$ cat config.mk
export PLATFORM = sky130hd
export DESIGN_NAME = ring_osc_meter_flat
export DESIGN_NICKNAME = d
export VERILOG_FILES = /design/src/rtl/ring_osc_meter_if.sv /design/src/rtl/ring_osc_meter.sv /design/src/flat_wrapper.sv
export SDC_FILE = /design/constraint.sdc
export NUM_CORES = 1
export LEC_CHECK = 0
export ABC_AREA = 1
export BUFFER_PORTS_ARGS = -buffer_cell sky130_fd_sc_hd__buf_2
export CAP_MARGIN = 10
export CORE_ASPECT_RATIO = 1.1
export CORE_MARGIN = 5
export CORE_UTILIZATION = 65
export DETAILED_ROUTE_END_ITERATION = 8
export GPL_TIMING_DRIVEN = 0
export HOLD_SLACK_MARGIN = 0.03
export PLACE_DENSITY = 0.82
export SYNTH_ARGS = -nofsm -noshare
export SYNTH_HDL_FRONTEND = slang
export SYNTH_SLANG_ARGS = --single-unit
$ cat constraint.sdc
create_clock -name clk -period 2.8 [get_ports clk]
set_input_delay 0.28 -clock clk [delete_from_list [all_inputs] [get_ports clk]]
set_output_delay 0.28 -clock clk [all_outputs]
set_load 0.005 [all_outputs]
$ cat src/rtl/ring_osc_meter_if.sv
// Bundle between the ring-oscillator meter and its controller: start/tap requests in, enable/status/result out.
interface ring_osc_meter_if #(
    parameter int unsigned COUNT_W = 24
);
    logic               start;
    logic               osc_tap;
    logic               osc_enable;
    logic               busy;
    logic               valid;
    logic [COUNT_W-1:0] count;
    logic               overflow;

    modport master (
        output start,
        output osc_tap,
        input  osc_enable,
        input  busy,
        input  valid,
        input  count,
        input  overflow
    );

    modport slave (
        input  start,
        input  osc_tap,
        output osc_enable,
        output busy,
        output valid,
        output count,
        output overflow
    );
endinterface

$ cat src/rtl/ring_osc_meter.sv
// Ring oscillator frequency meter: enable, settle, count synchronized tap edges over a fixed gate window.
// Define RING_OSC_METER_CONTINUOUS_EN for back-to-back windows after the first start.
//
// state   | meaning
// --------+----------------------------------------------------------
// IDLE    | oscillator off, waiting for start
// SETTLE  | oscillator on, timer runs down SETTLE_CYCLES, edges ignored
// MEASURE | oscillator on, edges accumulated for GATE_CYCLES
// DONE    | one cycle: valid pulse, result already latched
module ring_osc_meter #(
    parameter int unsigned SETTLE_CYCLES = 1024,
    parameter int unsigned GATE_CYCLES   = 1048576,
    parameter int unsigned GATE_W        = 21,
    parameter int unsigned COUNT_W       = 24
) (
    input  logic              clk,
    input  logic              rst_n,
    ring_osc_meter_if.slave   bus
);

    typedef enum logic [1:0] {
        IDLE    = 2'd0,
        SETTLE  = 2'd1,
        MEASURE = 2'd2,
        DONE    = 2'd3
    } state_t;

    localparam logic [GATE_W-1:0] SETTLE_LOAD = GATE_W'(SETTLE_CYCLES - 1);
    localparam logic [GATE_W-1:0] GATE_LOAD   = GATE_W'(GATE_CYCLES - 1);

    state_t             state_q;
    state_t             state_d;

    logic               tap_s1;
    logic               tap_s2;
    logic               tap_s3;
    logic               tap_edge;

    logic [GATE_W-1:0]  timer_q;
    logic               timer_zero;

    logic [COUNT_W-1:0] acc_q;
    logic [COUNT_W-1:0] acc_d;
    logic               ovf_q;
    logic               ovf_d;
    logic [COUNT_W-1:0] count_q;
    logic               overflow_q;

    logic               load_settle;
    logic               load_gate;
    logic               acc_clr;
    logic               acc_inc;
    logic               latch_result;
    logic               osc_en_c;
    logic               busy_c;
    logic               valid_c;

    // Two flops resolve metastability on the asynchronous tap; the third gives the previous sample.
    always_ff @(posedge clk or negedge rst_n) begin
        if (!rst_n) begin
            tap_s1 <= 1'b0;
            tap_s2 <= 1'b0;
            tap_s3 <= 1'b0;
        end else begin
            tap_s1 <= bus.osc_tap;
            tap_s2 <= tap_s1;
            tap_s3 <= tap_s2;
        end
    end

    assign tap_edge   = tap_s2 & ~tap_s3;
    assign timer_zero = (timer_q == '0);

    always_ff @(posedge clk or negedge rst_n) begin
        if (!rst_n) begin
            state_q <= IDLE;
        end else begin
            state_q <= state_d;
        end
    end

    always_comb begin
        state_d      = state_q;
        load_settle  = 1'b0;
        load_gate    = 1'b0;
        acc_clr      = 1'b0;
        acc_inc      = 1'b0;
        latch_result = 1'b0;
        osc_en_c     = 1'b0;
        busy_c       = 1'b0;
        valid_c      = 1'b0;
        case (state_q)
            IDLE: begin
                if (bus.start) begin
                    load_settle = 1'b1;
                    state_d     = SETTLE;
                end
            end
            SETTLE: begin
                osc_en_c = 1'b1;
                busy_c   = 1'b1;
                if (timer_zero) begin
                    load_gate = 1'b1;
                    acc_clr   = 1'b1;
                    state_d   = MEASURE;
                end
            end
            MEASURE: begin
                osc_en_c = 1'b1;
                busy_c   = 1'b1;
                acc_inc  = tap_edge;
                // Result is captured here, including this cycle's edge, so it is visible alongside valid.
                if (timer_zero) begin
                    latch_result = 1'b1;
                    state_d      = DONE;
                end
            end
            DONE: begin
                busy_c  = 1'b1;
                valid_c = 1'b1;
`ifdef RING_OSC_METER_CONTINUOUS_EN
                osc_en_c  = 1'b1;
                load_gate = 1'b1;
                acc_clr   = 1'b1;
                state_d   = MEASURE;
`else
                state_d   = IDLE;
`endif
            end
            default: begin
                state_d = IDLE;
            end
        endcase
    end

    always_ff @(posedge clk or negedge rst_n) begin
        if (!rst_n) begin
            timer_q <= '0;
        end else if (load_settle) begin
            timer_q <= SETTLE_LOAD;
        end else if (load_gate) begin
            timer_q <= GATE_LOAD;
        end else if (!timer_zero) begin
            timer_q <= timer_q - GATE_W'(1);
        end
    end

    // Saturating accumulator: once all-ones, further edges only raise the overflow flag.
    always_comb begin
        acc_d = acc_q;
        ovf_d = ovf_q;
        if (acc_inc) begin
            if (&acc_q) begin
                ovf_d = 1'b1;
            end else begin
                acc_d = acc_q + COUNT_W'(1);
            end
        end
    end

    always_ff @(posedge clk or negedge rst_n) begin
        if (!rst_n) begin
            acc_q <= '0;
            ovf_q <= 1'b0;
        end else if (acc_clr) begin
            acc_q <= '0;
            ovf_q <= 1'b0;
        end else begin
            acc_q <= acc_d;
            ovf_q <= ovf_d;
        end
    end

    always_ff @(posedge clk or negedge rst_n) begin
        if (!rst_n) begin
            count_q    <= '0;
            overflow_q <= 1'b0;
        end else if (latch_result) begin
            count_q    <= acc_d;
            overflow_q <= ovf_d;
        end
    end

    assign bus.osc_enable = osc_en_c;
    assign bus.busy       = busy_c;
    assign bus.valid      = valid_c;
    assign bus.count      = count_q;
    assign bus.overflow   = overflow_q;

endmodule

$ cat src/flat_wrapper.sv
// flat-port wrapper written by rule: the top's interface ports become plain ports
module ring_osc_meter_flat 
#(
    parameter int unsigned SETTLE_CYCLES = 1024,
    parameter int unsigned GATE_CYCLES   = 1048576,
    parameter int unsigned GATE_W        = 21,
    parameter int unsigned COUNT_W       = 24
)
  (clk, rst_n, bus_start, bus_osc_tap, bus_osc_enable, bus_busy, bus_valid, bus_count, bus_overflow);
  ring_osc_meter_if #(.COUNT_W(COUNT_W)) bus_i ();
  input  logic clk;
  input  logic rst_n;
  input wire logic [$bits(bus_i.start)-1:0] bus_start;
  input wire logic [$bits(bus_i.osc_tap)-1:0] bus_osc_tap;
  output wire logic [$bits(bus_i.osc_enable)-1:0] bus_osc_enable;
  output wire logic [$bits(bus_i.busy)-1:0] bus_busy;
  output wire logic [$bits(bus_i.valid)-1:0] bus_valid;
  output wire logic [$bits(bus_i.count)-1:0] bus_count;
  output wire logic [$bits(bus_i.overflow)-1:0] bus_overflow;
  assign bus_i.start = bus_start;
  assign bus_i.osc_tap = bus_osc_tap;
  assign bus_osc_enable = bus_i.osc_enable;
  assign bus_busy = bus_i.busy;
  assign bus_valid = bus_i.valid;
  assign bus_count = bus_i.count;
  assign bus_overflow = bus_i.overflow;
  ring_osc_meter #(.SETTLE_CYCLES(SETTLE_CYCLES), .GATE_CYCLES(GATE_CYCLES), .GATE_W(GATE_W), .COUNT_W(COUNT_W)) u_core (.clk(clk), .rst_n(rst_n), .bus(bus_i));
endmodule
# Word-level counts from Yosys, hierarchy flattened
# Cells that the tools add are included.
dict set report totals {
  output_inout_bits 28
  in_bits 4
  ff_bits 76
  elab_cells 48
}
dict set report op_classes {
  muxes 22
  bitwise_logic 2
  n_addsub 2
  reduce_logical 6
  n_eq_ne 7
}
# cell count
set ops {}
lappend ops {{$mux W24} 3}
lappend ops {{$mux W21} 3}
lappend ops {{$add A24 B1 Y24 const B} 1}
lappend ops {{$reduce_and A24 Y1} 1}
lappend ops {{$logic_not A21 Y1} 1}
lappend ops {{$sub A21 B1 Y21 const B} 1}
lappend ops {{$mux W1} 12}
lappend ops {{$pmux W2 S4} 1}
lappend ops {{$mux W2} 3}
lappend ops {{$eq A2 B2 Y1 const B} 2}
lappend ops {{$ne A2 B1 Y1 const B} 2}
lappend ops {{$ne A3 B3 Y1 const B} 1}
lappend ops {{$reduce_and A3 Y1} 1}
lappend ops {{$reduce_or A3 Y1} 1}
lappend ops {{$eq A2 B1 Y1 const B} 1}
lappend ops {{$logic_not A2 Y1} 1}
lappend ops {{$ne A2 B2 Y1 const B} 1}
lappend ops {{$reduce_or A2 Y1} 1}
lappend ops {{$and A1 B1 Y1} 1}
lappend ops {{$not A1 Y1} 1}

# Longest topological paths before layout
# Gate-level depths: netlist (run 1).
dict set report logic_depth {
  ltp_word 5
  mapped_depth 12
  mapped_depth_nobuf 12
}

# Least setup slack after synthesis (run 1)
# Ideal clock, no wire load.
dict set report synth_timing {
  kind {flip-flop to flip-flop}
  startpoint {register u_core.state_q[0]}
  endpoint {register u_core.count_q[20] (netlist: u_core.bus.count[20])}
  path_slack_ps 1132
  path_buffers 0
  arrival_time_ps 1551
  required_time_ps 2683
  period_less_slack_ps 1668
  stages_incl_launch_ff 11
  setup_time_ps 117
  cell_sequence {dfrtp_1 inv_1 ha_1 nand2_1 nor2_1 nand2_2 nor2_4 nand4_2 or2_1 nand3_1 nand2_1}
}
dict set report synth_via {
  elab_chain_len 3
  elab_cells_between_ends 4
  classes_between {eq/ne (1); mux (3)}
}
# element line_no
set synth_lines {}
lappend synth_lines {{from (decl)} ring_osc_meter.sv:31} ;# state_t state_q;
lappend synth_lines {{from (signal assigned)} ring_osc_meter.sv:78} ;# state_q <= state_d;
lappend synth_lines {{$eq A2 B2 Y1 *} ring_osc_meter.sv:92} ;# case (state_q)
lappend synth_lines {{$mux W1} ring_osc_meter.sv:92}
lappend synth_lines {{$mux W24} ring_osc_meter.sv:152} ;# if (acc_inc) begin
lappend synth_lines {{to (signal assigned)} ring_osc_meter.sv:176} ;# count_q <= '0;
lappend synth_lines {{to (signal assigned)} ring_osc_meter.sv:179} ;# count_q <= acc_d;
lappend synth_lines {{to (decl)} ring_osc_meter.sv:46} ;# logic [COUNT_W-1:0] count_q;
# Mark *: on every way between the ends. The rest lies on a longest branch, timed or not.
# A chain may end at the register's enable or synchronous reset.

# Final worst setup path (run 1)
dict set report layout_timing {
  startpoint {register u_core.state_q[0]}
  endpoint {register u_core.count_q[19] (netlist: u_core.bus.count[19])}
}
# Same word-level chain as after synthesis.

==> out/qor.csv, run 1 <==
metric,value,unit
outcome,completed,
grt_pass1_vias,3989,
r2r_slack,0.72,ns
cp.arrival,2.38,ns
cp-end-kind,flip-flop,
io_buffers,31,
holdPathEnd,u_core.tap_s2$_DFF_PN0_,
syn-cell-area,4390,µm²
core,6590,µm²
area_growth,11.4,%
synth_fp_nets,592,
p_total,2.25,mW
hp-class,flip-flop to flip-flop,
clockPowerShare,37.0,%
finalHoldViolCount,0,
grt_overflow,0,
power.internal,1.66,mW
p_seq_share,52.7,%
hold_path.startpoint,u_core.tap_s1$_DFF_PN0_,
syn_area_per_cell,7.57,µm²
ys_ff_latch,76,
start_util,66.6,%
fin_tns_setup,0,ns
r2r-end,u_core.bus.count[19]$_DFFE_PN0P_,
drv_slew,0,
dpl_worst_slack,0.776,ns
rsz0062_at_grt,false,
clk_pin_slew_worst_paths,0.08,ns
cts_root_buf,clkbuf_8,
drtIter0Drc,213,
crit_required,3.10,ns
finalWorstSetupSlack,0.722,ns
wl_per_cell,14.1,µm
worstRegToRegCells,10,
die_x,88.4,µm
grt_usage,26.4,%
drv_cap,0,
finalWirelength,10000,µm
cellPowerDensity,460,nW/µm²
final_util,74.2,%
synthFlopType,dfrtp_1,
floorplan.die.height,96.2,µm
layout_common_cells,"185 x nand2_1, 76 x dfrtp_1, 70 x inv_1, 60 x nor2_1, 34 x nand3_1",
fmax,0.481,GHz
drc,0,
num_vias,3927,
ios,32,
synth_cell_types,35,
clkSinkCount,76,
path_class,flip-flop to flip-flop,
p_switching,597,µW
tightest_slew,0.490,ns
ant_nets,0,
clk_latency,0.36,ns
numCtsBuffers,9,
grt_max_degree,48,
leakagePower,2.60,nW
hold_depth,0,
avgViaCountPerCell,5.52,
yosysTopAreaCell,dfrtp_1,
ir_drop,0.298,mV
yosysSeqAreaShare,43.3,%
reg2reg_from,u_core.state_q[0]$_DFFE_PN0P_,
final_common_cell,nand2_1,
slew_headroom,67.3,%
synth_top_area_share,43.3,%
finalCriticalPeriod,2.08,ns
skew,0.0130,ns
drtPass1Iterations,6,
critPathLaunchType,flip-flop,
yosys_warnings,0,
rows,31,
setup_viol_count_final,0,
die-area,8500,µm²
post-cts-setup-buffers,0,
cts_tree,done,
syn_inst,580,
p_comb_share,10.2,%
antenna_found_initial,0,
num_antenna_cells,0,
routabilityCongestion,0.947,
dp.final_hpwl,7460,µm
grt_pass1_wl,17400,µm
h-tree-depth,3,
min_period_over_period,74.2,%
crit_path_max_fanout,10,
clk_path_buf_depth,2,
synth-edff-count,0,
async_reset_ff_share,100,%
synth_area_leaders,"dfrtp_1 43%, nand2_1 16%, inv_1 6.0%, nor2_1 5.1%, nand3_1 3.9%",
drive_above_1_share,17.3,%
switching_share,26.5,%
fin_nets,637,
-- stage by stage --
step	area (µm²)	std cells	hold WS [ns]
2_1_floorplan	4390	580	-0.0156
3_3_place_gp	4650	693	0.337
6_report	4890	712	0.367
5_1_grt	4890	712	0.374
4_1_cts	4890	712	0.363
3_5_place_dp	4680	694	0.242
-- worst max-delay path, stage by stage, from the launching register on --
cell and delay, ns:
dfrtp_1 0.42, inv_1 0.12, ha_1 0.25, nand2_1 0.07
nor2_1 0.31, buf_4 0.28, buf_2 0.24, nand4_1 0.15
nand2_1 0.10, nand2_1 0.05, nand2_1 0.05
-- sequential cells by signal (all words and copies together) (netlist names) --
name                 count
u_core.acc_q            24
u_core.bus.count        24
u_core.timer_q          21
u_core.state_q           2
u_core.bus.overflow      1
u_core.ovf_q             1
u_core.tap_s1            1
u_core.tap_s2            1
u_core.tap_s3            1
-- cell type report --
cell class / count / area [µm²]
buffer: 11 / 97.6
clock buffer: 12 / 145
clock inverter: 4 / 48.8
fill: 492 / 1700
inverter: 75 / 282
multi-input combinational: 418 / 2110
sequential: 76 / 1900
tap: 82 / 103
timing repair buffer: 34 / 205
-- layer usage --
metal	part of all wire [%]	global-route usage (%)	vias to the layer above
li1	-	-	1916
met1	40	30.0	1844
met2	50	45.8	125
met3	4.7	4.37	42
met4	4.7	16.6	0
met5	0	0	-
-- worst max-delay path by stage --
stage                             startpoint                               end  slack, ns  cells past startpoint
6_report       u_core.state_q[0]$_DFFE_PN0P_  u_core.bus.count[19]$_DFFE_PN0P_       0.72                     10
5_1_grt        u_core.state_q[0]$_DFFE_PN0P_  u_core.bus.count[18]$_DFFE_PN0P_       0.57                     11
4_1_cts        u_core.state_q[0]$_DFFE_PN0P_  u_core.bus.count[19]$_DFFE_PN0P_       0.76                     10
3_5_place_dp   u_core.state_q[0]$_DFFE_PN0P_  u_core.bus.count[19]$_DFFE_PN0P_       0.78                     10
3_3_place_gp   u_core.state_q[0]$_DFFE_PN0P_  u_core.bus.count[19]$_DFFE_PN0P_       0.81                     10
2_1_floorplan  u_core.state_q[0]$_DFFE_PN0P_  u_core.bus.count[20]$_DFFE_PN0P_       1.13                     10
-- cell usage after synthesis (6+ instances only) --
master,n
ha_1,8
o21ai_0,7
inv_1,70
nand4_1,15
nand2_1,185
a21oi_1,18
nor2_4,7
nand3_1,34
xor2_1,13
nand2_2,14
nor2_2,9
nor2_1,60
o21ai_2,6
dfrtp_1,76
-- what timing repair did --
action                                 4_1_cts  5_1_grt
hold buffers                                 2        0
endpoints found under the hold margin       30        0
resized for setup                            0        0
-- power by group through the flow --
| stage | logic, mW | clock network [mW] | registers, mW |
|---|---|---|---|
| floorplan | 0.163 | 0 | 1.20 |
| global placement | 0.210 | 0 | 1.21 |
| detailed placement | 0.226 | 0 | 1.21 |
| CTS | 0.229 | 0.843 | 1.19 |
| global route | 0.258 | 0.897 | 1.20 |
| finish | 0.231 | 0.835 | 1.19 |
-- logic make-up after synthesis --
| kind of cell | share of synthesized area (%) |
|---|---|
| AOI/OAI and AO/OA | 6.04 |
| buffers and inverters | 8.63 |
| and+or+nand+nor | 36.6 |
| adders and majority gates | 2.28 |
| xor gates and xnor gates | 3.19 |
| DFF | 43.3 |
Power figures use the tool's default switching activity.
==> run 2, diff against run 1 <==
Settings changed: ABC_AREA 1 to 0, CORE_UTILIZATION 65 to 53, PLACE_DENSITY 0.82 to 0.72.
Clock period 2.8 ns to 1.8 ns, I/O delays scaled along.
==> run 2 against run 1 <==
  * The run now ends with setup timing left
  * First-iteration DRC count decreased by 21%
  * Flip-flop and latch count unchanged
  * Final area increased by 2.5%
  * Final cell count decreased by 23%
  * Non-clock buffer count increased by 43
  * Critical path type unchanged
==> out/qor.csv, run 2 <==
metric,value,unit,change
synth_fp_nets,383,,-35%
core,6670,µm²,+1.2%
fin_cells,547,,-23%
p_switching,659,µW,+10%
final_util,75.2,%,+0.94 points
ys_ff_latch,76,,unchanged
clkSinkCount,76,,unchanged
synth_area_leaders,"dfrtp_1 52%, nand2_1 4.5%, xnor2_1 4.3%, nor2_1 4.1%, xor2_1 4.1%",,
drv_cap,0,,unchanged
r2r-end,u_core.bus.count[20]$_DFFE_PN0P_,,
cts_root_buf,clkbuf_8,,
num_vias,3319,,-15%
fin_nets,473,,-26%
fillCellCount,458,,-6.9%
drive_above_1_share,38.3,%,+21 points
drtIter0Drc,169,,-21%
dpl_worst_slack,-0.835,ns,-1.61 ns
hold_depth,2,,+2
h-tree-depth,3,,unchanged
crit_required,2.09,ns,-1.01 ns
antenna_found_initial,0,,unchanged
die-area,8680,µm²,+2.0%
clk_latency,0.35,ns,about the same
ant_nets,0,,unchanged
cp-end-kind,flip-flop,,
setup_viol_count_final,73,,+73
switching_share,20.4,%,-6.1 points
drc,0,,unchanged
outcome,"finished, violations left",,
p_comb_share,1.5,%,-8.7 points
yosysSeqAreaShare,51.9,%,+8.6 points
syn_inst,371,,-36%
power.internal,2.57,mW,+55%
violations,setup timing,,
skew,0.0116,ns,-0.00139 ns
fmax,0.434,GHz,-9.9%
drv_slew,0,,unchanged
crit_path_max_fanout,10,,unchanged
dp_cells,485,,-30%
regArea,1910,µm²,+0.20%
p_total,3.23,mW,+43%
start_util,54.9,%,-12 points
finalWirelength,9990,µm,-0.31%
numCtsBuffers,9,,unchanged
r2r_slack,-0.51,ns,-1.23 ns
grt_usage,21.7,%,-4.7 points
clk_path_buf_depth,2,,unchanged
grt_max_degree,52,,+8.3%
finalCriticalPeriod,2.31,ns,+0.228 ns
finalHoldViolCount,0,,unchanged
routabilityCongestion,0.885,,-6.6%
ios,32,,unchanged
critPathLaunchType,flip-flop,,
min_period_over_period,128,%,+54 points
yosysTopAreaCell,dfrtp_1,,
floorplan.die.height,97.2,µm,+1.0%
yosys_warnings,0,,unchanged
syn_area_per_cell,9.87,µm²,+30%
num_antenna_cells,0,,unchanged
leakagePower,2.21,nW,-15%
slew_headroom,54.3,%,-13 points
synth_top_area_share,51.9,%,+8.6 points
synth-edff-count,0,,unchanged
async_reset_ff_share,100,%,unchanged
finalWorstSetupSlack,-0.506,ns,-1.23 ns
rsz0062_at_grt,true,,
layout_common_cells,"73 x dfrtp_1, 37 x nand2_1, 36 x buf_4, 32 x buf_2, 20 x nor2_2",,
path_class,flip-flop to flip-flop,,
grt_pass1_wl,14900,µm,-14%
cts_tree,done,,
wl_per_cell,18.3,µm,+30%
grt_overflow,0,,unchanged
drtPass1Iterations,5,,-1
synth_cell_types,42,,+20%
avgViaCountPerCell,6.07,,+10%
cellPowerDensity,644,nW/µm²,+40%
yosys.cell_count.top_type,dfrtp_1,,
clk_pin_slew_worst_paths,0.08,ns,about the same
hold_path.startpoint,bus_start,,
area_growth,36.9,%,
cp.arrival,2.59,ns,+0.21 ns
clockPowerShare,45.4,%,+8.4 points
syn-cell-area,3660,µm²,-17%
grt_pass1_vias,3049,,-24%
ir_drop,0.625,mV,+110%
die_x,89.3,µm,+1.0%
final_common_cell,dfrtp_1,,
worstRegToRegCells,6,,-4
synthFlopType,dfrtp_1,,
reg2reg_from,u_core.acc_q[7]$_DFF_PN0_,,
rows,31,,unchanged
holdPathEnd,u_core.timer_q[20]$_DFFE_PN0P_,,
hp-class,input port to flip-flop,,
multiInputGateArea,2050,µm²,-2.7%
synth_common_cells,"76 x dfrtp_1, 44 x nand2_1, 40 x nor2_1",,
io_buffers,31,,unchanged
p_seq_share,53.0,%,+0.3 points
dp.final_hpwl,5380,µm,-28%
tightest_slew,0.679,ns,+0.189 ns
[run 2: cell types whose count changed after synthesis, sizes merged, moves of 6 or more]
cell,previous run,this run
nand2,200,44
xnor2,3,18
clkbuf,1,7
or4,0,6
nand3,38,10
nor2,76,40
nor4,0,12
o21ai,18,34
inv,75,8
[run 2: routing by layer]
metal  track usage [%]  wire, µm
met5                 0         0
met2              36.5      5230
met3              4.41       548
met4              7.33       356
met1              27.3      3850
[run 2: stage by stage]
step,TNS [ns],instance area [µm²],hold slack [ns]
2_1_floorplan,-25.25,3720,-0.116
5_1_grt,-33.67,5010,0.201
4_1_cts,-27.39,4560,0.118
6_report,-27.35,5010,0.190
3_5_place_dp,-47.14,4010,0.113
3_3_place_gp,-46.64,3980,0.288
[run 2: how the worst max path moves through the flow]
| stage | cells past startpoint | slack [ns] | from | to |
|---|---|---|---|---|
| detailed placement | 5 | -0.83 | u_core.timer_q[14]$_DFFE_PN0P_ | u_core.bus.count[20]$_DFFE_PN0P_ |
| global route | 7 | -0.57 | u_core.timer_q[16]$_DFFE_PN0P_ | u_core.bus.count[20]$_DFFE_PN0P_ |
| finish | 6 | -0.51 | u_core.acc_q[7]$_DFF_PN0_ | u_core.bus.count[20]$_DFFE_PN0P_ |
| global placement | 5 | -0.86 | u_core.timer_q[10]$_DFFE_PN0P_ | u_core.bus.count[20]$_DFFE_PN0P_ |
| CTS | 6 | -0.47 | u_core.timer_q[14]$_DFFE_PN0P_ | u_core.timer_q[15]$_DFFE_PN0P_ |
| floorplan | 7 | -0.50 | u_core.timer_q[14]$_DFFE_PN0P_ | u_core.timer_q[10]$_DFFE_PN0P_ |
[run 2: what timing repair did]
action,CTS,global route
hold buffers,2,0
pin swaps,12,23
hold endpoints to repair,26,0
resized for setup,38,67
cloned,4,2
setup endpoints to repair,73,73
buffers inserted,15,27
[run 2: cell type report]
| type | count | share of cell area (%) |
|---|---|---|
| repair buffers | 77 | 11.8 |
| multi-input cells | 278 | 41.0 |
| flip-flops and latches | 76 | 38.0 |
| inverters | 8 | 0.599 |
| clock buffers | 11 | 3.02 |
| well taps | 82 | 2.05 |
| plain buffers | 11 | 2.12 |
| clock inverters | 4 | 1.45 |
[run 2: cell families after synthesis]
logic type / Yosys count / synth area share, %
xor gates and xnor gates: 35 / 8.37
and+or+nand+nor: 163 / 23.2
AOI/OAI and AO/OA: 65 / 10.1
DFF: 76 / 51.9
muxes: 4 / 1.13
buffers and inverters: 20 / 2.56
adders and majority gates: 8 / 2.73
[run 2: power groups by stage]
stage / logic [mW] / registers, mW / clock network, mW
after floorplan: 0.000637 / 1.74 / 0
after global placement: 0.0385 / 1.75 / 0
after detailed placement: 0.0470 / 1.75 / 0
after CTS: 0.0511 / 1.71 / 1.48
after global routing: 0.0583 / 1.71 / 1.56
final: 0.0500 / 1.71 / 1.47
[run 2: worst max-delay path, stage by stage (launching register included)]
cell     delay [ns]
dfrtp_1        0.41
nand2_2        0.10
or3_1          0.38
buf_4          0.18
or4_4          0.56
or4_1          0.50
nand3_1        0.10
